$ cat config.mk
export PLATFORM = sky130hd
export DESIGN_NAME = icache_direct
export DESIGN_NICKNAME = d
export VERILOG_FILES = /design/src/rtl/icache_direct.sv
export SDC_FILE = /design/constraint.sdc
export NUM_CORES = 1
export LEC_CHECK = 0
export CAP_MARGIN = 20
export CORE_MARGIN = 4
export CORE_UTILIZATION = 54
export DETAILED_ROUTE_END_ITERATION = 10
export PLACE_DENSITY = 0.75
export SYNTH_ARGS = -nofsm -noshare
export SYNTH_HDL_FRONTEND = slang
export SYNTH_SLANG_ARGS = --single-unit
$ cat constraint.sdc
create_clock -name CLK -period 5.79 [get_ports CLK]
set_clock_uncertainty 0.1 [all_clocks]
set_input_delay 1.158 -clock CLK [delete_from_list [all_inputs] [get_ports CLK]]
set_output_delay 1.158 -clock CLK [all_outputs]
set_load 0.005 [all_outputs]
$ cat src/rtl/icache_direct.sv
// Direct-mapped, one-word-per-block instruction cache between fetch and the
// memory controller's instruction port; misses stall in FETCH until iwait drops.
module icache_direct #(
    parameter int SETS = 16
) (
    input  logic        CLK,
    input  logic        nRST,
    input  logic        imemREN,
    input  logic [31:0] imemaddr,
    output logic        ihit,
    output logic [31:0] imemload,
    output logic        iREN,
    output logic [31:0] iaddr,
    input  logic        iwait,
    input  logic [31:0] iload,
    output logic [31:0] miss_count
);

    localparam int IDX_W = $clog2(SETS);
    localparam int TAG_W = 30 - IDX_W;

    typedef enum logic {
        IDLE  = 1'b0,
        FETCH = 1'b1
    } state_t;

    state_t             r_state;
    state_t             w_next_state;
    logic [SETS-1:0]    r_valid;
    logic [TAG_W-1:0]   r_tag  [SETS];
    logic [31:0]        r_data [SETS];
    logic [31:0]        r_miss_addr;
    logic [31:0]        r_miss_count;

    logic [IDX_W-1:0]   w_idx;
    logic [TAG_W-1:0]   w_tag;
    logic [IDX_W-1:0]   w_fill_idx;
    logic [TAG_W-1:0]   w_fill_tag;
    logic               w_hit;
    logic               w_fill;
    logic               w_capture;
    logic               w_unused_bits;

    assign w_idx         = imemaddr[IDX_W+1:2];
    assign w_tag         = imemaddr[31:IDX_W+2];
    assign w_fill_idx    = r_miss_addr[IDX_W+1:2];
    assign w_fill_tag    = r_miss_addr[31:IDX_W+2];
    assign w_unused_bits = ^imemaddr[1:0];
    assign w_hit         = imemREN & r_valid[w_idx] & (r_tag[w_idx] == w_tag);
    assign w_fill        = (r_state == FETCH) & ~iwait;
    assign miss_count    = r_miss_count;

    // State register; reset aborts any fill in flight and drops iREN at once.
    always_ff @(posedge CLK or negedge nRST) begin
        if (!nRST) begin
            r_state <= IDLE;
        end else begin
            r_state <= w_next_state;
        end
    end

    // Lookup result, memory request and next state.
    always_comb begin
        w_next_state = r_state;
        ihit         = 1'b0;
        imemload     = 32'h0000_0000;
        iREN         = 1'b0;
        iaddr        = 32'h0000_0000;
        w_capture    = 1'b0;
        case (r_state)
            IDLE: begin
                ihit     = w_hit;
                imemload = w_hit ? r_data[w_idx] : 32'h0000_0000;
                if (imemREN && !w_hit) begin
                    w_capture    = 1'b1;
                    w_next_state = FETCH;
                end else begin
                    w_next_state = IDLE;
                end
            end
            FETCH: begin
                iREN  = 1'b1;
                iaddr = r_miss_addr;
                if (!iwait) begin
                    w_next_state = IDLE;
                end else begin
                    w_next_state = FETCH;
                end
            end
            default: begin
                w_next_state = IDLE;
            end
        endcase
    end

    // Miss address latch, valid bits and saturating miss counter.
    always_ff @(posedge CLK or negedge nRST) begin
        if (!nRST) begin
            r_miss_addr  <= 32'h0000_0000;
            r_miss_count <= 32'h0000_0000;
            r_valid      <= '0;
        end else begin
            if (w_capture) begin
                r_miss_addr <= {imemaddr[31:2], 2'b00};
            end
            if (w_fill) begin
                r_valid[w_fill_idx] <= 1'b1;
                if (r_miss_count != 32'hFFFF_FFFF) begin
                    r_miss_count <= r_miss_count + 32'd1;
                end
            end
        end
    end

    // Tag/data arrays need no reset: valid bits gate every lookup.
    always_ff @(posedge CLK) begin
        if (w_fill) begin
            r_tag[w_fill_idx]  <= w_fill_tag;
            r_data[w_fill_idx] <= iload;
        end
    end

endmodule
==> results of run 1 <==
-- cell type report --
| type | count | area share |
|---|---|---|
| multi-input cells | 652 | 0.1984 |
| clock buffers | 117 | 0.05559 |
| inverters | 7 | 0.0005917 |
| clock inverters | 68 | 0.01509 |
| diodes | 4 | 0.0002152 |
| well taps | 950 | 0.02555 |
| repair buffers | 273 | 0.06309 |
| flip-flops and latches | 1007 | 0.6415 |
-- metal layers --
layer	routed length, um	up-vias
li1	-	7856
met1	34910	10270
met2	48140	1031
met3	7801	152
met4	2256	4
met5	25	-
-- worst register-to-register path, stage by stage, from the launching register on --
cell      delay [ps]
edfxtp_1         410
mux4_2           490
mux4_2           520
xor2_1           220
or4_1            540
nor4_2           390
a31oi_4          330
buf_12           300
mux2_4           340
-- stage by stage --
stage	setup TNS, ps	std cells
floorplan	0	1749
global placement	-1766	2880
detailed placement	-3635	2880
CTS	0	3071
global route	-586.1	3075
finish	0	3078
-- how the worst max path moves through the flow --
| stage | start | to | slack [ps] | cells after the start |
|---|---|---|---|---|
| global route | imemaddr[3] | imemload[3] | -50 | 12 |
| finish | imemaddr[3] | imemload[19] | 60 | 12 |
| CTS | imemaddr[2] | imemload[31] | 3 | 13 |
| floorplan | imemaddr[2] | imemload[22] | 490 | 12 |
| global placement | imemaddr[2] | imemload[0] | -70 | 12 |
| detailed placement | imemaddr[3] | imemload[31] | -160 | 15 |
-- registers in the layout, summed over array words and instances, names as in the netlist --
| signal | count |
|---|---|
| miss_count | 32 |
| r_valid | 16 |
| r_data | 512 |
| r_state | 1 |
| r_tag | 416 |
| r_miss_addr | 30 |
-- logic make-up (layout without fill, tap and decap cells) --
logic type                 count (synthesis)  in the layout  synth area share
AOI/OAI and AO/OA                         32             32          0.006079
xor gates and xnor gates                  62             62           0.01381
adders and majority gates                  1              1         0.0003182
buffers and inverters                     90            465           0.01232
DFF                                     1007           1007            0.7591
muxes                                    348            348            0.1778
other                                      1              6        0.00009538
and+or+nand+nor                          207            207           0.03049
-- where the power goes --
group | total (uW) | internal (uW) | leakage (uW) | switching, uW
Sequential | 8720 | 8400 | 0.00934 | 318
Clock | 6420 | 3710 | 0.00160 | 2710
Combinational | 1290 | 663 | 0.00444 | 626
-- Yosys cell counts, types with 2 or more instances --
cell type  count  share of area
nand2_1       23         0.0022
nor2b_1       37         0.0059
nand3b_1       3        0.00057
or3_1          2        0.00032
edfxtp_1     928           0.71
nand2b_1       7         0.0011
a21oi_1        5        0.00064
mux4_2       268           0.15
or4b_1         2        0.00051
inv_1          6        0.00057
and2_1        34         0.0054
buf_2         30         0.0038
xnor2_1       42         0.0094
nor3_1         5        0.00064
nand4_1       10         0.0016
a22o_1         3        0.00067
mux2_4        29          0.011
buf_1          3        0.00029
mux2_2         7         0.0020
buf_6          9         0.0026
nand3_1       10         0.0013
nor2_1        31         0.0030
or4_1          3        0.00057
and4_1         4        0.00089
mux2i_1       44          0.011
buf_4          8         0.0015
clkbuf_1      32         0.0031
a221oi_1       2        0.00045
xor2_1        20         0.0045
a22oi_1        3        0.00057
o211a_1        2        0.00051
o22ai_1        7         0.0011
and3_1         6        0.00095
dfrtp_1       79          0.050
or2_2         17         0.0027
nand4b_1       2        0.00045
nor4_1         3        0.00048
nor4_2         2        0.00064
-- what timing repair did --
action	4_1_cts	5_1_grt
gates resized for setup	11	29
buffers inserted	6	0
setup endpoints to repair	33	33
gates cloned	0	3
hold endpoints to repair	0	0
==> run metrics, run 1 <==
GRT overflow 0; gr busiest metal met2; core area 71850 sq um; crit-path max FO 12; EDFF count, synth 928; max-slew violation count 0; Place WS -162.3 ps; Largest delay share family, worst path buffers and inverters; fill cell count 4608; RSZ-0062 raised after global routing true; met1 Track Usage GR 0.3259; Placed Instance Area 42910 sq um; Fin. Hold Viols 0; fin area 46520 sq um; clock-pin transition on the worst setup and hold timing paths 60 ps; hold crit path type in2async; num ports 166; Inserted Clock Buffers 99; Die X 277.8 um; Longest Clk Path Bufs 3; async set or reset register ratio after synthesis 0.07845; status completed; initial core utilization 0.5472; first-pass GRT wire length 136.3 mm; final core occ 0.6475; Clock Sinks 1007; storage element area 29840 sq um; Largest stage delay, worst path 550 ps; worst rel slew slack 0.3007; Area growth syn-to-layout 18.33%; met2 GRT Util 0.4046; 1st-pass router iterations 5; RD Place Congestion 0.7982; critical path class in2out; critical path cell sequence buf_12 > buf_12 > mux4_2 > mux2i_4 > mux2_4 > or4_4 > nor4b_4 > nand4b_1 > buf_6 > nor2b_1 > buf_4 > clkdlybuf4s50_1; worst vdd ir 286.6 uV; buffers and inverters on the worst path 5; Main synth FF type edfxtp_1; Critical Path AT 4470 ps; Post-DRT Antenna Nets 0; vias in the first global route 20190; Worst R2R Setup Slack 2010 ps; maximum clock rate 174.5 MHz; CP dominant cell by count buf_12; Crit Reg-Reg Endpoint r_miss_addr[9]; Yosys cell types 58; final WL 93.14 mm; worst skew pair latency 650 ps; area occupied by multi-input gates 9230 sq um; Via density 6.276; GRT Overall Usage 0.2401; initial antenna violation count 5; critical path required time 4530 ps; slowest cell on the critical path or4_4; post-detail-place hpwl 47.17 mm; cts hold-fix bufs 0; die area 77190 sq um; syn_area_per_cell 22.49 sq um; via count 19320; Leak 0.01537 uW; Setup Viol. Count Final 0; number of synthesized register bits 1007; post-synthesis sequential area ratio 0.7591; M3 GR Usage 0.04536; pwr/cell area 353.1 nW/um^2; PortBufs 161; Tot Pwr 16430 uW; First DRT Iteration DRCs 2147; endpoint class of the critical path output pin; worst flop-to-flop path startpoint r_tag[10][11]; drt wl/cell 30.26 um; minimum clock period 5730 ps; R2R cell count 8; share of cells above drive strength 1 0.2966; Post-Syn Area 39320 sq um; final worst setup slack 59.94 ps; # nets final 2109; CTS tree done; Cells after Synth 1748; height of the die 277.8 um; DR DRC count 0; most frequent cells in the layout edfxtp_1 (928), mux4_2 (268), clkdlybuf4s50_1 (148); CP startpoint kind input port; max_cap viols 0; most common cell after layout, fill and taps aside edfxtp_1; Worst Max-Slew Pin Slew 1049 ps; Rows 98; final hold slack 366.1 ps; Yosys warnings 0; largest net degree at the start of global routing 60; H-tree Lvls 3; period utilization 0.9896; CTS root buf clkbuf_16
No activity file was read; power rests on OpenSTA's default activity.
==> run 2, diff against run 1 <==
--- a/config.mk
+++ b/config.mk
@@ -5,7 +5,7 @@
 export SDC_FILE = /design/constraint.sdc
 export NUM_CORES = 1
 export LEC_CHECK = 0
-export CAP_MARGIN = 20
+export CORE_ASPECT_RATIO = 1.4
 export CORE_MARGIN = 4
 export CORE_UTILIZATION = 54
 export DETAILED_ROUTE_END_ITERATION = 10
==> run 2 against run 1 <==
The flow now finishes with violations (setup timing). Register-to-register slack got worse by 1500 ps. Non-clock buffer count rose by 34. Die area barely moved. Sequential share of layout area fell by 0.22 points. Cell count rose by 0.39%. Fmax fell by 1.1%. Largest power group unchanged. Highest routed layer unchanged.
==> run metrics, run 2 (same netlist as run 1, synthesis figures left out) <==
initial core utilization 0.5472 (about the same); H-tree Lvls 3 (unchanged); most common cell after layout, fill and taps aside edfxtp_1 (unchanged); CTS tree done (unchanged); PortBufs 161 (unchanged); Fin. Hold Viols 0 (unchanged); GRT Overall Usage 0.2416 (was 0.2401); RD Place Congestion 0.8518 (was 0.7982); num ports 166 (unchanged); GRT overflow 0 (unchanged); CTS root buf clkbuf_16 (unchanged); hold crit path type in2async (unchanged); 1st-pass router iterations 5 (unchanged); max reg flops 512 (unchanged); drt wl/cell 30.33 um (was 30.26 um); area occupied by multi-input gates 9231 sq um (was 9230 sq um); worst vdd ir 307.2 uV (was 286.6 uV); core area 71840 sq um (was 71850 sq um); largest net degree at the start of global routing 60 (unchanged); pwr/cell area 354.3 nW/um^2 (was 353.1 nW/um^2); Rows 116 (was 98); failing checks setup timing; Longest Clk Path Bufs 3 (unchanged); Post-DRT Antenna Nets 0 (unchanged); fill cell count 4512 (was 4608); endpoint class of the critical path register (was output pin); max-slew violation count 0 (unchanged); Setup Viol. Count Final 4 (was 0); Most flops, register r_data (unchanged); worst skew pair latency 670 ps (was 650 ps); slowest cell on the critical path mux4_2 (was or4_4); minimum clock period 5793 ps (was 5730 ps); critical path class in2reg (was in2out); initial antenna violation count 4 (was 5); First DRT Iteration DRCs 2176 (was 2147); die area 77250 sq um (was 77190 sq um); DR DRC count 0 (unchanged); Clock Sinks 1007 (unchanged); Inserted Clock Buffers 93 (was 99); Area growth syn-to-layout 18.75% (was 18.33%); height of the die 327.3 um (was 277.8 um); crit-path max FO 15 (was 12); first-pass GRT wire length 137.6 mm (was 136.3 mm); share of cells above drive strength 1 0.2993 (was 0.2966); status finished with violations (was completed); Critical Path AT 6220 ps (was 4470 ps); maximum clock rate 172.6 MHz (was 174.5 MHz); cts hold-fix bufs 0 (unchanged); storage element area 29840 sq um (unchanged); final worst setup slack -2.504 ps (was 59.94 ps); Via density 6.251 (was 6.276); max_cap viols 0 (unchanged); period utilization 1.000 (was 0.9896); most frequent cells in the layout edfxtp_1 (928), mux4_2 (268), clkdlybuf4s50_1 (123) (was edfxtp_1 (928), mux4_2 (268), clkdlybuf4s50_1 (148)); Leak 0.01561 uW (was 0.01537 uW); Largest stage delay, worst path 540 ps (was 550 ps); clock-pin transition on the worst setup and hold timing paths 60 ps (about the same); Worst Max-Slew Pin Slew 1125 ps (was 1049 ps); CP dominant cell by count buf_4 (was buf_12); worst rel slew slack 0.2478 (was 0.3007); Die X 236.0 um (was 277.8 um); Placed Instance Area 42920 sq um (was 42910 sq um); via count 19320 (unchanged); fin area 46690 sq um (was 46520 sq um); vias in the first global route 20260 (was 20190); CP startpoint kind input port (unchanged); Place WS -193.6 ps (was -162.3 ps); critical path required time 6220 ps (was 4530 ps); # nets final 2137 (was 2109); final WL 93.71 mm (was 93.14 mm); post-detail-place hpwl 49.89 mm (was 47.17 mm)
run 2: layout make-up:
type                            count  area share
Inverter                            7   0.0005896
Clock buffer                      119     0.05261
Sequential cell                  1007      0.6392
Clock inverter                     53     0.01678
Tap cell                          944     0.02530
Multi-Input combinational cell    652      0.1977
Timing Repair Buffer              307     0.06770
Antenna cell                        1  0.00005360
run 2: what timing repair did:
item                                    4_1_cts  5_1_grt
endpoints found under the setup margin       33       50
buffers inserted                             21        8
cloned                                        2        3
resized for setup                            47       24
pin swaps                                     2        4
run 2: report_power, final:
part	internal [uW]	total, uW	switching, uW
clock	3830	6480	2650
sequential	8400	8720	318
combinational	696	1340	642
total	12900	16500	3610
run 2: worst paths after layout:
check,to,cells after the start,slack [ps],startpoint
worst max-delay path,r_miss_addr[25],30,-3,imemaddr[2]
max in group asynchronous,r_miss_addr[15],2,4110,nRST
worst min register to register,r_valid[10],1,370,r_valid[10]
worst min-delay path,miss_count[29],1,290,nRST
min in group CLK,r_valid[10],1,370,r_valid[10]
worst max register to register,r_miss_addr[25],27,490,r_tag[4][7]
run 2: routing by layer:
metal	GRT usage	vias up	routed length [um]
met5	0	-	41
li1	-	7898	-
met4	0.06527	6	2292
met1	0.3340	10260	35160
met3	0.03579	151	7588
met2	0.4107	1003	48630
run 2: stage by stage:
stage	power, uW	setup TNS, ps	instances	hold WS [ps]	utilization
6_report	16540	-6.611	3090	291.3	0.6498
5_1_grt	17080	-2190	3090	295.8	0.6498
4_1_cts	16610	0	3078	265.5	0.6461
3_5_place_dp	10120	-4629	2883	351.9	0.5974
3_3_place_gp	10050	-3783	2883	345.8	0.5974
2_1_floorplan	9465	0	1749	333.7	-
run 2: critical path: cells and delay by family:
kind,cells,cell delay (ps)
buffers and inverters,22,2880
multiplexers,3,1030
AO/OA/AOI/OAI,2,530
AND/OR/NAND/NOR,2,500
XOR/XNOR,1,110
==> run 3, diff against run 2 <==
--- a/config.mk
+++ b/config.mk
@@ -7,9 +7,8 @@
 export LEC_CHECK = 0
 export CORE_ASPECT_RATIO = 1.4
 export CORE_MARGIN = 4
-export CORE_UTILIZATION = 54
+export CORE_UTILIZATION = 34
 export DETAILED_ROUTE_END_ITERATION = 10
-export PLACE_DENSITY = 0.75
 export SYNTH_ARGS = -nofsm -noshare
 export SYNTH_HDL_FRONTEND = slang
 export SYNTH_SLANG_ARGS = --single-unit
==> run 3 against run 2 <==
Setup slack better by 76 ps. Register-to-register slack better by 1500 ps. Clock power down 0.8%. Sequential share of layout area down 0.51 points. Largest cell class unchanged. Critical path depth down 15. Combinational power down 3%. The run now ends clean. Cell count up 18%. Power down 0.55%. Non-clock buffer count down 16. Global-route usage down 8.3 points.
==> run metrics, run 3 (same netlist as run 1, synthesis figures left out) <==
Post-DRT Antenna Nets 0 (unchanged); maximum clock rate 174.9 MHz (was 172.6 MHz); Hold Path Sink r_valid[6]; max-slew violation count 0 (unchanged); hold crit path type reg2reg (was in2async); critical path required time 4530 ps (was 6220 ps); status completed (was finished with violations); final WL 96.34 mm (was 93.71 mm); period utilization 0.9872 (was 1.000); largest net degree at the start of global routing 60 (unchanged); # nets final 2126 (was 2137); CP startpoint kind input port (unchanged); vias in the first global route 20050 (was 20260); endpoint class of the critical path output pin (was register); max_cap viols 0 (unchanged); Worst R2R Setup Slack 2020 ps (was 490 ps); worst rel slew slack 0.3482 (was 0.2478); slowest cell on the critical path or4_1 (was mux4_2); cts hold-fix bufs 0 (unchanged); drt wl/cell 26.51 um (was 30.33 um); core area 114800 sq um (was 71840 sq um); most common cell after layout, fill and taps aside edfxtp_1 (unchanged); critical path class in2out (was in2reg); CTS root buf clkbuf_16 (unchanged); crit-path max FO 14 (was 15); HP Start r_valid[6]; worst flop-to-flop path startpoint r_tag[10][11] (was r_tag[4][7]); height of the die 410.4 um (was 327.3 um); critical path cell sequence buf_12 > buf_4 > mux4_2 > mux2i_2 > buf_4 > xnor2_1 > and2_0 > or4_1 > nor4b_2 > nand4b_1 > buf_12 > buf_4 > nor2b_2 > buf_4 > clkdlybuf4s15_1; DP Cell Count 3442 (was 2883); Placed Instance Area 43620 sq um (was 42920 sq um); max reg flops 512 (unchanged); clock-pin transition on the worst setup and hold timing paths 60 ps (about the same); Area growth syn-to-layout 19.70% (was 18.75%); DR DRC count 0 (unchanged); hold depth 1; Rows 147 (was 116); R2R cell count 8 (was 27); PortBufs 161 (unchanged); via count 18790 (was 19320); minimum clock period 5716 ps (was 5793 ps); worst skew pair latency 670 ps (about the same); Critical Path AT 4460 ps (was 6220 ps); share of cells above drive strength 1 0.2995 (was 0.2993); CP dominant cell by count buf_4 (unchanged); Longest Clk Path Bufs 3 (unchanged); Leak 0.01540 uW (was 0.01561 uW); post-detail-place hpwl 54.59 mm (was 49.89 mm); GRT Overall Usage 0.1584 (was 0.2416); Crit Reg-Reg Endpoint r_miss_addr[17] (was r_miss_addr[25]); Clock Sinks 1007 (unchanged); RD Place Congestion 0.8101 (was 0.8518); final core occ 0.4100 (was 0.6498); Setup Viol. Count Final 0 (was 4); die area 121200 sq um (was 77250 sq um); worst vdd ir 223.8 uV (was 307.2 uV); H-tree Lvls 3 (unchanged); GRT overflow 0 (unchanged); Worst Max-Slew Pin Slew 975.4 ps (was 1125 ps); Most flops, register r_data (unchanged); first-pass GRT wire length 139.6 mm (was 137.6 mm); fin cells 3634 (was 3090); Inserted Clock Buffers 98 (was 93); pwr/cell area 349.5 nW/um^2 (was 354.3 nW/um^2); Fin. Hold Viols 0 (unchanged); Largest stage delay, worst path 550 ps (was 540 ps); Via density 5.170 (was 6.251); RSZ-0062 raised after global routing false; initial antenna violation count 11 (was 4); initial core utilization 0.3426 (was 0.5472); CTS tree done (unchanged); 1st-pass router iterations 6 (was 5); most frequent cells in the layout edfxtp_1 (928), mux4_2 (268), clkdlybuf4s50_1 (123) (unchanged); Die X 295.4 um (was 236.0 um); fin area 47060 sq um (was 46690 sq um); First DRT Iteration DRCs 1639 (was 2176); num ports 166 (unchanged)
-- run 3: changes by cell type in the layout (fill, tap and decap cells not counted), moves of 3 or more --
cell	previous run	this run
buf_12	25	16
buf_4	112	106
buf_8	1	4
bufinv_16	18	11
clkbuf_1	24	15
clkbuf_16	97	101
clkbuf_2	0	8
clkinv_1	13	25
clkinv_2	12	17
diode_2	1	4
dlygate4sd2_1	30	23
dlymetal6s2s_1	3	0
-- run 3: final cells by class --
class | count | area, sq um
tap | 1490 | 1864
inverter | 7 | 27.53
antenna | 4 | 10.01
sequential | 1007 | 29840
timing repair buffer | 291 | 2855
clock buffer | 117 | 2586
clock inverter | 66 | 686.9
fill | 10080 | 67710
multi-input combinational | 652 | 9188
-- run 3: worst max path at each step --
stage                     slack, ps        start  cells after the start            to
final                            70  imemaddr[2]                     15   imemload[0]
after global routing              8  imemaddr[4]                     14   imemload[0]
after CTS                      0.07  imemaddr[2]                     14  imemload[23]
after detailed placement       -420  imemaddr[3]                     15  imemload[11]
after global placement         -410  imemaddr[3]                     15  imemload[24]
after floorplan                 490  imemaddr[2]                     12  imemload[22]
-- run 3: report_power, final --
group          switching (uW)  internal, uW
combinational             639           661
sequential                314          8400
clock                    2730          3700
-- run 3: layer usage --
metal	vias to the layer above	wire, um	share of wire	track usage
met4	10	2087	0.022	0.04113
met1	10160	39500	0.41	0.2093
met5	-	69	0.00072	0
met3	132	6350	0.066	0.03376
met2	593	48330	0.50	0.2673
li1	7895	-	-	-
-- run 3: metrics by stage --
step	total power [uW]	setup TNS, ps	setup WS (ps)	hold WS, ps
after floorplan	9465	0	486.6	333.7
after global placement	10110	-11990	-413.4	345.6
after detailed placement	10170	-11190	-419.1	351.6
after CTS	16610	0	0.06839	366.8
after global routing	17040	0	8.282	372.7
final	16450	0	73.96	363.9
-- run 3: timing repair --
item / 4_1_cts / 5_1_grt
buffers inserted: 3 / 0
gates cloned: 1 / 1
setup endpoints to repair: 33 / 9
pin swaps: 4 / 4
resized for setup: 55 / 28
-- run 3: worst max-delay path, delay by kind of cell --
kind                   cells  cell delay, ps
AND/OR/NAND/NOR            5            1310
multiplexers               2             730
XOR/XNOR                   1              80
buffers and inverters      7            1150
